File: config.mk
export PLATFORM = sky130hd
export DESIGN_NAME = lif_accum_5x2
export DESIGN_NICKNAME = d
export VERILOG_FILES = /design/src/rtl/aspen_neuron_pkg.sv /design/src/rtl/lif_accum_5x2_sat_add.sv /design/src/rtl/lif_accum_5x2.sv
export SDC_FILE = /design/constraint.sdc
export NUM_CORES = 1
export LEC_CHECK = 0
export CORE_ASPECT_RATIO = 1.1
export CORE_UTILIZATION = 45
export DETAILED_ROUTE_END_ITERATION = 8
export GPL_ROUTABILITY_DRIVEN = 0
export HOLD_SLACK_MARGIN = 0.1
export PLACE_DENSITY = 0.68
export SYNTH_ARGS = -nofsm -noshare
export SYNTH_HDL_FRONTEND = slang
export SYNTH_SLANG_ARGS = --single-unit
File: constraint.sdc
create_clock -name clk -period 3.24 [get_ports clk]
set_input_delay 0.486 -clock clk [delete_from_list [all_inputs] [get_ports clk]]
set_output_delay 0.486 -clock clk [all_outputs]
set_load 0.005 [all_outputs]
File: src/rtl/aspen_neuron_pkg.sv
// Shared types and constants for the integrate-and-fire neuron stages.
package aspen_neuron_pkg;

  typedef enum logic {
    ACCUM  = 1'b0,
    UPDATE = 1'b1
  } state_t;

  localparam int RESET_ZERO = 0;
  localparam int RESET_SUB  = 1;

endpackage

File: src/rtl/lif_accum_5x2_sat_add.sv
// Unsigned saturating adder: clamps to all-ones on carry out and flags it.
module sat_add_u #(
  parameter int W = 12
) (
  input  logic [W-1:0] a,
  input  logic [W-1:0] b,
  output logic [W-1:0] sum,
  output logic         sat
);

  logic [W:0] full;

  assign full = {1'b0, a} + {1'b0, b};
  assign sat  = full[W];
  assign sum  = full[W] ? {W{1'b1}} : full[W-1:0];

endmodule

File: src/rtl/lif_accum_5x2.sv
// Integrate-and-fire stage: accumulates 4-bit partial sums into a saturating
// membrane potential and resolves fire/leak once per timestep.
module lif_accum_5x2
  import aspen_neuron_pkg::*;
#(
  parameter int ACC_W      = 12,
  parameter int THRESH     = 64,
  parameter int LEAK_SHIFT = 3,
  parameter int RESET_MODE = RESET_SUB,
  parameter int NUM_CHUNKS = 8,
  parameter int TSTEP_W    = 8
) (
  input  logic               clk,
  input  logic               rst,
  input  logic [3:0]         psum,
  input  logic               psum_valid,
  input  logic               psum_last,
  output logic               psum_ready,
  output logic               spike_valid,
  output logic               spike,
  output logic [ACC_W-1:0]   vmem,
  output logic               sat_flag,
  output logic [TSTEP_W-1:0] tstep
);

  localparam int               CNT_W = (NUM_CHUNKS > 1) ? $clog2(NUM_CHUNKS) : 1;
  localparam logic [ACC_W-1:0] THR   = ACC_W'(THRESH);

  function automatic logic [ACC_W-1:0] leak(input logic [ACC_W-1:0] v);
    return v - (v >> LEAK_SHIFT);
  endfunction

  state_t           state, state_nxt;
  logic [CNT_W-1:0] chunk_cnt;
  logic             hs, close_ts, add_sat, fire;
  logic [ACC_W-1:0] add_sum, vmem_upd;

  assign psum_ready = (state == ACCUM) && !rst;
  assign hs         = psum_valid && psum_ready;
  assign close_ts   = psum_last || (chunk_cnt == CNT_W'(NUM_CHUNKS - 1));

  sat_add_u #(.W(ACC_W)) u_sat_add (
    .a   (vmem),
    .b   (ACC_W'(psum)),
    .sum (add_sum),
    .sat (add_sat)
  );

  assign fire     = (vmem >= THR);
  assign vmem_upd = fire ? ((RESET_MODE == RESET_SUB) ? (vmem - THR) : '0) : leak(vmem);

  always_comb begin
    state_nxt = state;
    case (state)
      ACCUM:   if (hs && close_ts) state_nxt = UPDATE;
      UPDATE:  state_nxt = ACCUM;
      default: state_nxt = ACCUM;
    endcase
  end

  always_ff @(posedge clk) begin
    if (rst) begin
      state       <= ACCUM;
      vmem        <= '0;
      chunk_cnt   <= '0;
      spike_valid <= 1'b0;
      spike       <= 1'b0;
      sat_flag    <= 1'b0;
      tstep       <= '0;
    end else begin
      state       <= state_nxt;
      spike_valid <= 1'b0;
      if (hs) begin
        vmem      <= add_sum;
        // First chunk of a timestep restarts the sticky saturation flag.
        sat_flag  <= (chunk_cnt == '0) ? add_sat : (sat_flag | add_sat);
        chunk_cnt <= close_ts ? '0 : chunk_cnt + CNT_W'(1);
      end
      if (state == UPDATE) begin
        vmem        <= vmem_upd;
        spike       <= fire;
        spike_valid <= 1'b1;
        tstep       <= tstep + TSTEP_W'(1);
      end
    end
  end

endmodule

==> results of run 1 <==
layer usage:
metal / vias to the layer above / GRT usage, % / routed length [µm]
li1: 1059 / - / -
met1: 987 / 32.7 / 2610
met2: 45 / 36.5 / 2580
met3: 5 / 1.82 / 185
met4: 0 / 5.32 / 61
met5: - / 0 / 0
kinds of logic (layout without fill, tap and decap cells):
family	count (synthesis)	count (layout)	share of synthesized area, %
AOI/OAI and AO/OA	88	88	29.7
and+or+nand+nor	87	87	21.2
DFF	27	27	24.6
buffers and inverters	27	55	5.19
adders and majority gates	22	22	13.2
xor gates and xnor gates	10	10	3.99
muxes	4	4	2.11
final cells by class:
cell class / count / area share, %
multi-input cells: 211 / 59.2
flip-flops and latches: 27 / 20.8
repair buffers: 36 / 13.4
well taps: 56 / 2.69
inverters: 15 / 2.17
clock buffers: 3 / 1.59
clock inverters: 1 / 0.192
cells in the mapped netlist (3+ instances only):
cell,count,area [µm²]
dfxtp_1,27,541
a21oi_1,20,100
ha_1,20,250
nand2_1,19,71.3
nor2_1,17,63.8
inv_1,15,56.3
o21ai_0,14,70.1
nand3_1,13,65.1
clkbuf_1,9,33.8
nor3_1,9,45.0
a21o_1,7,52.6
xor2_1,6,52.6
and3_1,5,31.3
o211ai_1,5,37.5
or3_1,5,31.3
a211o_1,4,35.0
a211oi_1,4,30.0
a31o_2,4,35.0
nand4_1,4,25.0
xnor2_1,4,35.0
a31oi_1,3,18.8
o31ai_1,3,22.5
registers in the layout, indices dropped and copies added (netlist names):
| signal | cells |
|---|---|
| vmem | 12 |
| tstep | 8 |
| chunk_cnt | 3 |
| sat_flag | 1 |
| spike | 1 |
| spike_valid | 1 |
| state | 1 |
power by group:
part	switching [W]	internal [W]
sequential	0.0000311	0.000348
combinational	0.000241	0.000200
clock	0.000104	0.0000860
metrics by stage:
step                      hold WS, ps  total power, W  setup slack, ps
after global routing              498         0.00108              414
final                             472         0.00101              602
after global placement            453        0.000824              585
after detailed placement          459        0.000822              546
after floorplan                   444        0.000703              887
after CTS                         475         0.00102              585
critical path, cell delays in order, from the launching register on:
cell and delay [ps]:
dfxtp_1 480, ha_1 220, inv_1 60, fa_1 420, a211oi_1 320, o21bai_1 150
a2111oi_0 590, or3_1 210, o211ai_1 80
how the worst max path moves through the flow:
stage / to / slack (ps) / cells past startpoint
finish: vmem[8]$_SDFFE_PP0P_ / 600 / 8
CTS: vmem[8]$_SDFFE_PP0P_ / 590 / 8
global route: vmem[8]$_SDFFE_PP0P_ / 410 / 8
detailed placement: vmem[10]$_SDFFE_PP0P_ / 550 / 8
global placement: vmem[10]$_SDFFE_PP0P_ / 580 / 8
floorplan: vmem[8]$_SDFFE_PP0P_ / 890 / 8
==> summary.txt, run 1 <==
Timing
  • Final Max Tran Viols: 0
  • Maximum clock frequency: around 380 MHz
  • Setup_tns: 0 ps
  • Worst Skew: ~1.7 ps
  • RSZ-0062 raised after global routing: false
  • Worst slew margin: approximately 44%
  • Final period util: roughly 81%
  • Worst slew pin tran: 837 ps
  • Final setup viols: 0
  • Final period demand of the worst path: approximately 2600 ps
  • Final hold vios: 0

Setup path
  • WP data required: 3390 ps
  • R2r endpoint: vmem[8]$_SDFFE_PP0P_
  • Worst Setup Start Kind: flip-flop
  • CP Class: reg2reg
  • CP Capture Type: flip-flop
  • Critical path fanouts, max: 6
  • CP arrival: around 2800 ps
  • Worst R2R Start: vmem[3]$_SDFFE_PP0P_
  • Worst Reg2Reg Path Length in Cells: 8
  • R2R setup slack: approximately 600 ps
  • Crit path from: vmem[3]$_SDFFE_PP0P_

Clock network
  • Clock-pin slew on the worst setup and hold paths: roughly 90 ps
  • CTS Hold Bufs: 0
  • Setup bufs post-CTS: 0
  • Root Buffer: clkbuf_8
  • Clock sink count: 27
  • CTS tree: built
  • H-Tree Depth: 1
  • Post-CTS sizing: 0
  • Clock Latency Late Sink: ~270 ps
  • Maximum root-to-sink buffer count: 2
  • CTS Buf Count: 3

Synth
  • Async SR Flop Fraction: 0%
  • Sequential area share after synthesis: roughly 25%
  • Post-synth EDFFs: 0
  • Synth Warn #: 0
  • Cell variety after synth: 62
  • Mean Syn Cell Area: 8.28 µm²
  • Syn_nets: approximately 300
  • Register bit total from synthesis: 27
  • Main synth FF type: dfxtp_1
  • Syn Std Cell Area: approximately 2200 µm²
  • Gate Count Post-Synth: approximately 270

Placement
  • Placed cell area: between 2000 and 3000 µm²
  • Cells after DPL: between 300 and 400
  • Hpwl dp: 4160 µm
  • Port bufs: 31

Route
  • Remaining DRCs: 0
  • Drt via density: between 6 and 7
  • Routed wire length: 5440 µm
  • Vias post-DR: roughly 2,100
  • DRT antenna net count: 0
  • Iteration-0 DRC Markers: 116
  • DRT Pass-1 Iters: 4
  • WL per Instance: about 16 µm

Job
  • Max-cap violations: 0

Min path
  • Hold path start: chunk_cnt[2]$_SDFFE_PP0P_
  • Min-Delay Path Class: reg2reg
  • Hold Path Cell Cnt: 2
  • Hold EP: chunk_cnt[2]$_SDFFE_PP0P_

Global routing
  • Largest net degree at the start of global routing: 29
  • GRT overflow: 0
  • GRT Util Overall: a little under a quarter
  • Vias in the first global route: ~1,900
  • Initial antenna violation count: 0
  • First-pass GRT wire length: 8950 µm

Cells and area
  • Syn-to-layout area delta: 18.5%
  • Layout fillers: roughly 450
  • Final #Nets: between 300 and 400
  • Leading cell type in the layout, fill and taps excluded: clkdlybuf4s50_1
  • Multi-input gate area: between 1500 and 2000 µm²
  • Layout Cells excl Fill: between 300 and 400
  • Post-route core utilization: between 50% and 60%
  • # diodes: 0
  • Register area: between 500 and 600 µm²
  • Share of layout cells above drive strength 1: 8.53%
  • Post-route cell area: ~2600 µm²
  • Commonest cells after routing, fill and taps aside: 31 x clkdlybuf4s50_1, 27 x dfxtp_1, 20 x a21oi_1, 20 x ha_1, 19 x nand2_1

Floorplan
  • Core Area: 4650 µm²
  • Width of the die: slightly below 70 µm
  • Die H: approximately 75 µm
  • Die area: around 5200 µm²
  • Io pins: 32
  • Row count: 26
  • Starting density of the core: between 40% and 50%

Power and ir drop
  • Static Leak: approximately 0.97 nW
  • Power per cell area: 388 nW/µm²
  • Largest vdd supply drop: between 0.2 and 0.3 mV

Run status
  • Run status: completed
(Power assumes the default switching activity.)
==> run 2: changes to the inputs <==
Clock period 3.24 ns to 2.7 ns, I/O delays scaled along.
==> run 2 against run 1 <==
  * Combinational power increased by 32%
  * Largest power group unchanged
  * Utilization increased by 1.8 points
  * Register-to-register slack got worse by 410 ps
  * Clock skew increased by 1.7 ps
  * First-iteration DRC count decreased by 30%
  * Wire length increased by 7.4%
  * Sequential power increased by 17%
  * Sequential share of layout area decreased by 0.65 points
  * Setup slack got worse by 440 ps
==> summary.txt, run 2 (same netlist as run 1, synthesis figures left out) <==
Setup path
  • Worst R2R Start: vmem[0]$_SDFFE_PP0P_ (was vmem[3]$_SDFFE_PP0P_)
  • Slowest cell on the critical path: nor4b_1 (was a2111oi_0)
  • CP Class: in2reg (was reg2reg)
  • Cell Chain, Critical Path: clkdlybuf4s50_1 -> ha_1 -> fa_1 -> and3_1 -> o211ai_1 -> nor4b_1 -> mux2i_1 -> a221oi_1 (was ha_1 -> inv_1 -> fa_1 -> a211oi_1 -> o21bai_1 -> a2111oi_0 -> or3_1 -> o211ai_1)
  • Worst path max stage delay: 560 ps (was 590 ps)
  • Critical path fanouts, max: 3 (was 6)
  • CP Capture Type: flip-flop (unchanged)
  • R2R setup slack: 190 ps (was 600 ps)
  • Worst Setup Start Kind: input port (was flip-flop)
  • Crit path from: psum[0] (was vmem[3]$_SDFFE_PP0P_)
  • CP arrival: 2730 ps (was 2790 ps)
  • WP data required: 2890 ps (was 3390 ps)
  • Worst Path Buf+Inv: 1 (unchanged)
  • CP top delay family: simple AND/OR/NAND/NOR gates (was compound AO/OA/AOI/OAI gates)

Cells and area
  • Share of layout cells above drive strength 1: 11.8% (was 8.53%)
  • Layout Cells excl Fill: 360 (was 349)
  • Reg with most FFs: vmem (unchanged)
  • Register area: 541 µm² (unchanged)
  • Post-route cell area: 2680 µm² (was 2600 µm²)
  • Leading cell type in the layout, fill and taps excluded: clkdlybuf4s50_1 (unchanged)
  • Final #Nets: 335 (was 324)
  • Max reg flops: 12 (unchanged)
  • Syn-to-layout area delta: 22.4% (was 18.5%)
  • Multi-input gate area: 1540 µm² (about the same)
  • Layout fillers: 468 (was 445)
  • Top flop regs: vmem: 12 flops, tstep: 8 flops, chunk_cnt: 3 flops (unchanged)
  • # diodes: 0 (unchanged)
  • Commonest cells after routing, fill and taps aside: 31 x clkdlybuf4s50_1, 27 x dfxtp_1, 20 x a21oi_1, 20 x ha_1, 19 x nand2_1 (unchanged)

Global routing
  • GRT overflow: 0 (unchanged)
  • Largest net degree at the start of global routing: 29 (unchanged)
  • GRT Util Overall: 25.2% (was 22.7%)
  • Vias in the first global route: 2,037 (was 1,862)
  • First-pass GRT wire length: 9770 µm (was 8950 µm)
  • Initial antenna violation count: 0 (unchanged)

Power and ir drop
  • Power per cell area: 470 nW/µm² (was 388 nW/µm²)
  • Largest vdd supply drop: 0.260 mV (was 0.293 mV)
  • Cell internal pwr: 0.000787 W (was 0.000634 W)
  • Clock power share: 18.7% (was 18.8%)
  • Psw: 0.000475 W (was 0.000376 W)
  • Static Leak: 1.03 nW (was 0.973 nW)
  • Sequential Power Share: 35.1% (was 37.6%)
  • Sw frac: 37.6% (was 37.2%)
  • Gate power share: 46.2% (was 43.6%)

Route
  • Routed wire length: 5840 µm (was 5440 µm)
  • DRT Pass-1 Iters: 4 (unchanged)
  • WL per Instance: 16.2 µm (was 15.6 µm)
  • Vias post-DR: 2,177 (was 2,096)
  • DRT antenna net count: 0 (unchanged)
  • Iteration-0 DRC Markers: 81 (was 116)
  • Drt via density: 6.05 (was 6.01)
  • Remaining DRCs: 0 (unchanged)

Floorplan
  • Core Area: 4650 µm² (unchanged)
  • Width of the die: 68.6 µm (unchanged)
  • Io pins: 32 (unchanged)
  • Die area: 5160 µm² (unchanged)
  • Starting density of the core: 47.1% (unchanged)
  • Row count: 26 (unchanged)
  • Die H: 75.2 µm (unchanged)

Clock network
  • CTS tree: built (unchanged)
  • H-Tree Depth: 1 (unchanged)
  • Clock-pin slew on the worst setup and hold paths: 90 ps (about the same)
  • Root Buffer: clkbuf_8 (unchanged)
  • Setup bufs post-CTS: 0 (unchanged)
  • Clock Latency Late Sink: 280 ps (was 270 ps)
  • Clock sink count: 27 (unchanged)
  • CTS Buf Count: 3 (unchanged)
  • Maximum root-to-sink buffer count: 2 (unchanged)

Placement
  • Hpwl dp: 4450 µm (was 4160 µm)
  • Cells after DPL: 356 (was 345)
  • Placed cell area: 2640 µm² (was 2550 µm²)
  • Port bufs: 31 (unchanged)

Timing
  • RSZ-0062 raised after global routing: false (unchanged)
  • Worst slew margin: 61.0% (was 43.8%)
  • Final period util: a little over nine tenths
  • Final setup viols: 0 (unchanged)
  • Worst slew pin tran: 581 ps (was 837 ps)
  • Final hold vios: 0 (unchanged)
  • Maximum clock frequency: between 300 and 400 MHz
  • Final period demand of the worst path: about 2500 ps
  • Worst Skew: 3.41 ps (was 1.73 ps)
  • WHS: 478 ps (was 472 ps)
  • Final Max Tran Viols: 0 (unchanged)

Job
  • Max-cap violations: 0 (unchanged)

Min path
  • Hold path start: chunk_cnt[2]$_SDFFE_PP0P_ (unchanged)
  • Min-Delay Path Class: reg2reg (unchanged)

Run status
  • Run status: completed (unchanged)
-- run 2: cell count changes in the layout (fill, tap and decap cells not counted), sizes merged --
cell	previous run	this run
buf	5	16
-- run 2: per-layer routing --
| layer | track usage (%) | vias up | share of wire (%) |
|---|---|---|---|
| li1 | - | 1084 | - |
| met1 | 33.4 | 1031 | 46 |
| met2 | 43.4 | 55 | 49 |
| met3 | 1.36 | 7 | 4.1 |
| met4 | 7.87 | 0 | 1.4 |
| met5 | 0 | - | 0 |
-- run 2: worst paths after layout --
kind / endpoint / depth (start not counted)
setup / recovery: vmem[10]$_SDFFE_PP0P_ / 8
hold / removal: chunk_cnt[2]$_SDFFE_PP0P_ / 2
setup reg to reg: vmem[8]$_SDFFE_PP0P_ / 9
hold reg to reg: chunk_cnt[2]$_SDFFE_PP0P_ / 2
-- run 2: tightest hold or removal path, cell delays in order, from the launching register on --
cell and delay, ps:
dfxtp_1 330, nand2_1 60, a21oi_1 50
-- run 2: power by group through the flow --
stage	Clock, W	Combinational, W	Sequential [W]
3_5_place_dp	0	0.000572	0.000452
5_1_grt	0.000256	0.000645	0.000447
2_1_floorplan	0	0.000393	0.000451
6_report	0.000237	0.000583	0.000443
3_3_place_gp	0	0.000566	0.000452
4_1_cts	0.000242	0.000577	0.000443
-- run 2: what timing repair did --
action                     4_1_cts  5_1_grt
hold buffers                     0        0
hold endpoints to repair         0        0
resized for setup                0        1
setup endpoints to repair        0        1
-- run 2: per-stage QoR --
stage               setup TNS (ps)  setup WS [ps]  utilization [%]  power (W)
floorplan                        0            347                -   0.000844
global placement                 0           35.4             56.7    0.00102
detailed placement           -58.9          -58.9             56.7    0.00102
CTS                              0            125             57.7    0.00126
global route                     0           67.3             57.7    0.00135
finish                           0            165             57.7    0.00126
-- run 2: cell type report --
cell class | instances | share of cell area [%]
tap | 56 | 2.61
multi-input combinational | 211 | 57.4
inverter | 15 | 2.10
timing repair buffer | 47 | 16.0
clock inverter | 1 | 0.186
clock buffer | 3 | 1.54
sequential | 27 | 20.1
==> run 3: changes to the inputs <==
Settings changed: CORE_MARGIN set to 5, CTS_BUF_LIST set to sky130_fd_sc_hd__clkbuf_8, PLACE_DENSITY 0.68 to 0.71.
Clock period 2.7 ns to 2.1 ns, I/O delays scaled along.
==> run 3 against run 2 <==
  * The run now ends with setup timing left
  * Setup slack got worse by 190 ps
  * Final cell count increased by 8.1%
  * Via count increased by 6.9%
  * Critical path depth grew 1
  * Flip-flop and latch count unchanged
  * Power grew 47%
  * Critical path type is now reg2reg
  * Critical endpoint is now vmem[8]$_SDFFE_PP0P_
==> summary.txt, run 3 (same netlist as run 1, synthesis figures left out) <==
Global routing
  • GRT Util Overall: 18.9% (was 25.2%)
  • First-pass GRT wire length: 10,200 µm (was 9770 µm)
  • GRT overflow: 0 (unchanged)
  • Largest net degree at the start of global routing: 21 (was 29)
  • Vias in the first global route: 2,201 (was 2,037)
  • Initial antenna violation count: 0 (unchanged)

Floorplan
  • Width of the die: 76.6 µm (was 68.6 µm)
  • Die area: 6370 µm² (was 5160 µm²)
  • Row count: 26 (unchanged)
  • Io pins: 32 (unchanged)
  • Die H: 83.2 µm (was 75.2 µm)
  • Starting density of the core: 46.8% (was 47.1%)
  • Core Area: 4680 µm² (was 4650 µm²)

Setup path
  • CP Class: reg2reg (was in2reg)
  • Slowest cell on the critical path: a2111oi_4 (was nor4b_1)
  • CP arrival: 2280 ps (was 2730 ps)
  • Cell Chain, Critical Path: inv_2 -> ha_4 -> inv_2 -> fa_2 -> a211oi_2 -> o21bai_2 -> a2111oi_4 -> or3_1 -> o211ai_1 (was clkdlybuf4s50_1 -> ha_1 -> fa_1 -> and3_1 -> o211ai_1 -> nor4b_1 -> mux2i_1 -> a221oi_1)
  • CP top delay family: compound AO/OA/AOI/OAI gates (was simple AND/OR/NAND/NOR gates)
  • Worst path max stage delay: 400 ps (was 560 ps)
  • Critical Path Most Common Cell: inv_2
  • WP data required: 2260 ps (was 2890 ps)
  • Worst Path Buf+Inv: 2 (was 1)
  • Critical path fanouts, max: 2 (was 3)
  • Worst Setup Start Kind: flip-flop (was input port)
  • CP Capture Type: flip-flop (unchanged)

Route
  • Vias post-DR: 2,328 (was 2,177)
  • WL per Instance: 16.5 µm (was 16.2 µm)
  • Drt via density: 5.98 (was 6.05)
  • Remaining DRCs: 0 (unchanged)
  • DRT antenna net count: 0 (unchanged)
  • DRT Pass-1 Iters: 4 (unchanged)
  • Iteration-0 DRC Markers: 129 (was 81)
  • Routed wire length: 6410 µm (was 5840 µm)

Clock network
  • Root Buffer: clkbuf_8 (unchanged)
  • H-Tree Depth: 1 (unchanged)
  • Clock Latency Late Sink: 280 ps (about the same)
  • CTS tree: built (unchanged)
  • Maximum root-to-sink buffer count: 2 (unchanged)
  • CTS Buf Count: 3 (unchanged)
  • Clock-pin slew on the worst setup and hold paths: 90 ps (about the same)
  • Clock sink count: 27 (unchanged)

Power and ir drop
  • Sequential Power Share: 30.4% (was 35.1%)
  • Cell internal pwr: 0.00117 W (was 0.000787 W)
  • Static Leak: 1.22 nW (was 1.03 nW)
  • Sw frac: 37.0% (was 37.6%)
  • Power per cell area: 590 nW/µm² (was 470 nW/µm²)
  • Clock power share: 16.0% (was 18.7%)
  • Psw: 0.000686 W (was 0.000475 W)
  • Gate power share: 53.5% (was 46.2%)
  • Largest vdd supply drop: 0.413 mV (was 0.260 mV)

Cells and area
  • Layout Cells excl Fill: 389 (was 360)
  • Top flop regs: vmem: 12 flops, tstep: 8 flops, chunk_cnt: 3 flops (unchanged)
  • Max reg flops: 12 (unchanged)
  • Layout fillers: 401 (was 468)
  • Post-route cell area: 3150 µm² (was 2680 µm²)
  • Share of layout cells above drive strength 1: 29.1% (was 11.8%)
  • Commonest cells after routing, fill and taps aside: 37 x buf_4, 30 x clkdlybuf4s50_1, 23 x dfxtp_1 (was 31 x clkdlybuf4s50_1, 27 x dfxtp_1, 20 x a21oi_1, 20 x ha_1, 19 x nand2_1)
  • Syn-to-layout area delta: 43.5% (was 22.4%)
  • Leading cell type in the layout, fill and taps excluded: buf_4 (was clkdlybuf4s50_1)
  • Final #Nets: 364 (was 335)
  • # diodes: 0 (unchanged)
  • Reg with most FFs: vmem (unchanged)

Placement
  • Port bufs: 31 (unchanged)
  • Hpwl dp: 4730 µm (was 4450 µm)
  • Placed cell area: 2890 µm² (was 2640 µm²)
  • Dpl ws: -395 ps (was -58.9 ps)
  • Cells after DPL: 380 (was 356)

Min path
  • Min-Delay Path Class: reg2reg (unchanged)

Timing
  • Worst slew margin: 71.0% (was 61.0%)
  • RSZ-0062 raised after global routing: true (was false)
  • Setup_tns: -36.0 ps (was 0 ps)
  • Final period util: 101%
  • Maximum clock frequency: 471 MHz
  • Final period demand of the worst path: 2120 ps
  • Final Max Tran Viols: 0 (unchanged)
  • Worst slew pin tran: 432 ps (was 581 ps)
  • Final setup viols: 2 (was 0)
  • Worst setup margin: -21.1 ps (was 165 ps)
  • Final hold vios: 0 (unchanged)
  • WHS: 474 ps (was 478 ps)
  • Worst Skew: 6.09 ps (was 3.41 ps)

Job
  • Max-cap violations: 0 (unchanged)

Run status
  • Failing checks: setup timing
  • Run status: finished with violations (was completed)
-- run 3: changes by cell type in the layout (fill, tap and decap cells not counted), sizes merged --
| cell | before | now |
|---|---|---|
| clkdlybuf4s50 | 31 | 30 |
| dlymetal6s2s | 0 | 1 |
| buf | 16 | 45 |
-- run 3: cell type report --
type	instances	area, µm²	share of cell area [%]
multi-input combinational	211	1710	54.5
timing repair buffer	76	716	22.7
sequential	27	546	17.3
tap	56	70.1	2.23
inverter	15	56.3	1.79
clock buffer	3	41.3	1.31
clock inverter	1	5.00	0.159
-- run 3: metrics by stage --
stage | utilization, % | total power (W)
2_1_floorplan | - | 0.00111
3_5_place_dp | 61.6 | 0.00146
3_3_place_gp | 61.6 | 0.00145
4_1_cts | 64.0 | 0.00178
5_1_grt | 67.2 | 0.00197
6_report | 67.2 | 0.00186
-- run 3: final timing paths --
path / endpoint / startpoint / cells after the start / slack [ps]
worst max-delay path: vmem[8]$_SDFFE_PP0P_ / vmem[0]$_SDFFE_PP0P_ / 9 / -20
worst min-delay path: chunk_cnt[2]$_SDFFE_PP0P_ / chunk_cnt[2]$_SDFFE_PP0P_ / 2 / 470
worst max register to register: vmem[8]$_SDFFE_PP0P_ / vmem[0]$_SDFFE_PP0P_ / 9 / -20
worst min register to register: chunk_cnt[2]$_SDFFE_PP0P_ / chunk_cnt[2]$_SDFFE_PP0P_ / 2 / 470
-- run 3: repair_timing --
item	4_1_cts	5_1_grt
endpoints found under the setup margin	13	12
hold buffers	0	0
resized for setup	11	30
buffers inserted	4	4
pin swaps	5	19
-- run 3: power groups by stage --
stage	clock, W	combinational, W	sequential, W
global placement	0	0.000873	0.000573
global route	0.000331	0.00107	0.000569
CTS	0.000309	0.000908	0.000562
finish	0.000298	0.000994	0.000565
floorplan	0	0.000531	0.000582
detailed placement	0	0.000882	0.000573
-- run 3: per-layer routing --
metal  vias up  wire [µm]  track usage (%)
li1       1138          -                -
met1      1096       2770             25.1
met2        85       3100             31.5
met3         9        455             2.60
met4         0         92             5.88
met5         -          0                0
-- run 3: worst register-to-register path, cell delays in order (launching register included) --
cell and delay [ps]:
dfxtp_2 330, inv_2 60, ha_4 130, inv_2 40, fa_2 370, a211oi_2 290, o21bai_2 140, a2111oi_4 400
or3_1 180, o211ai_1 90
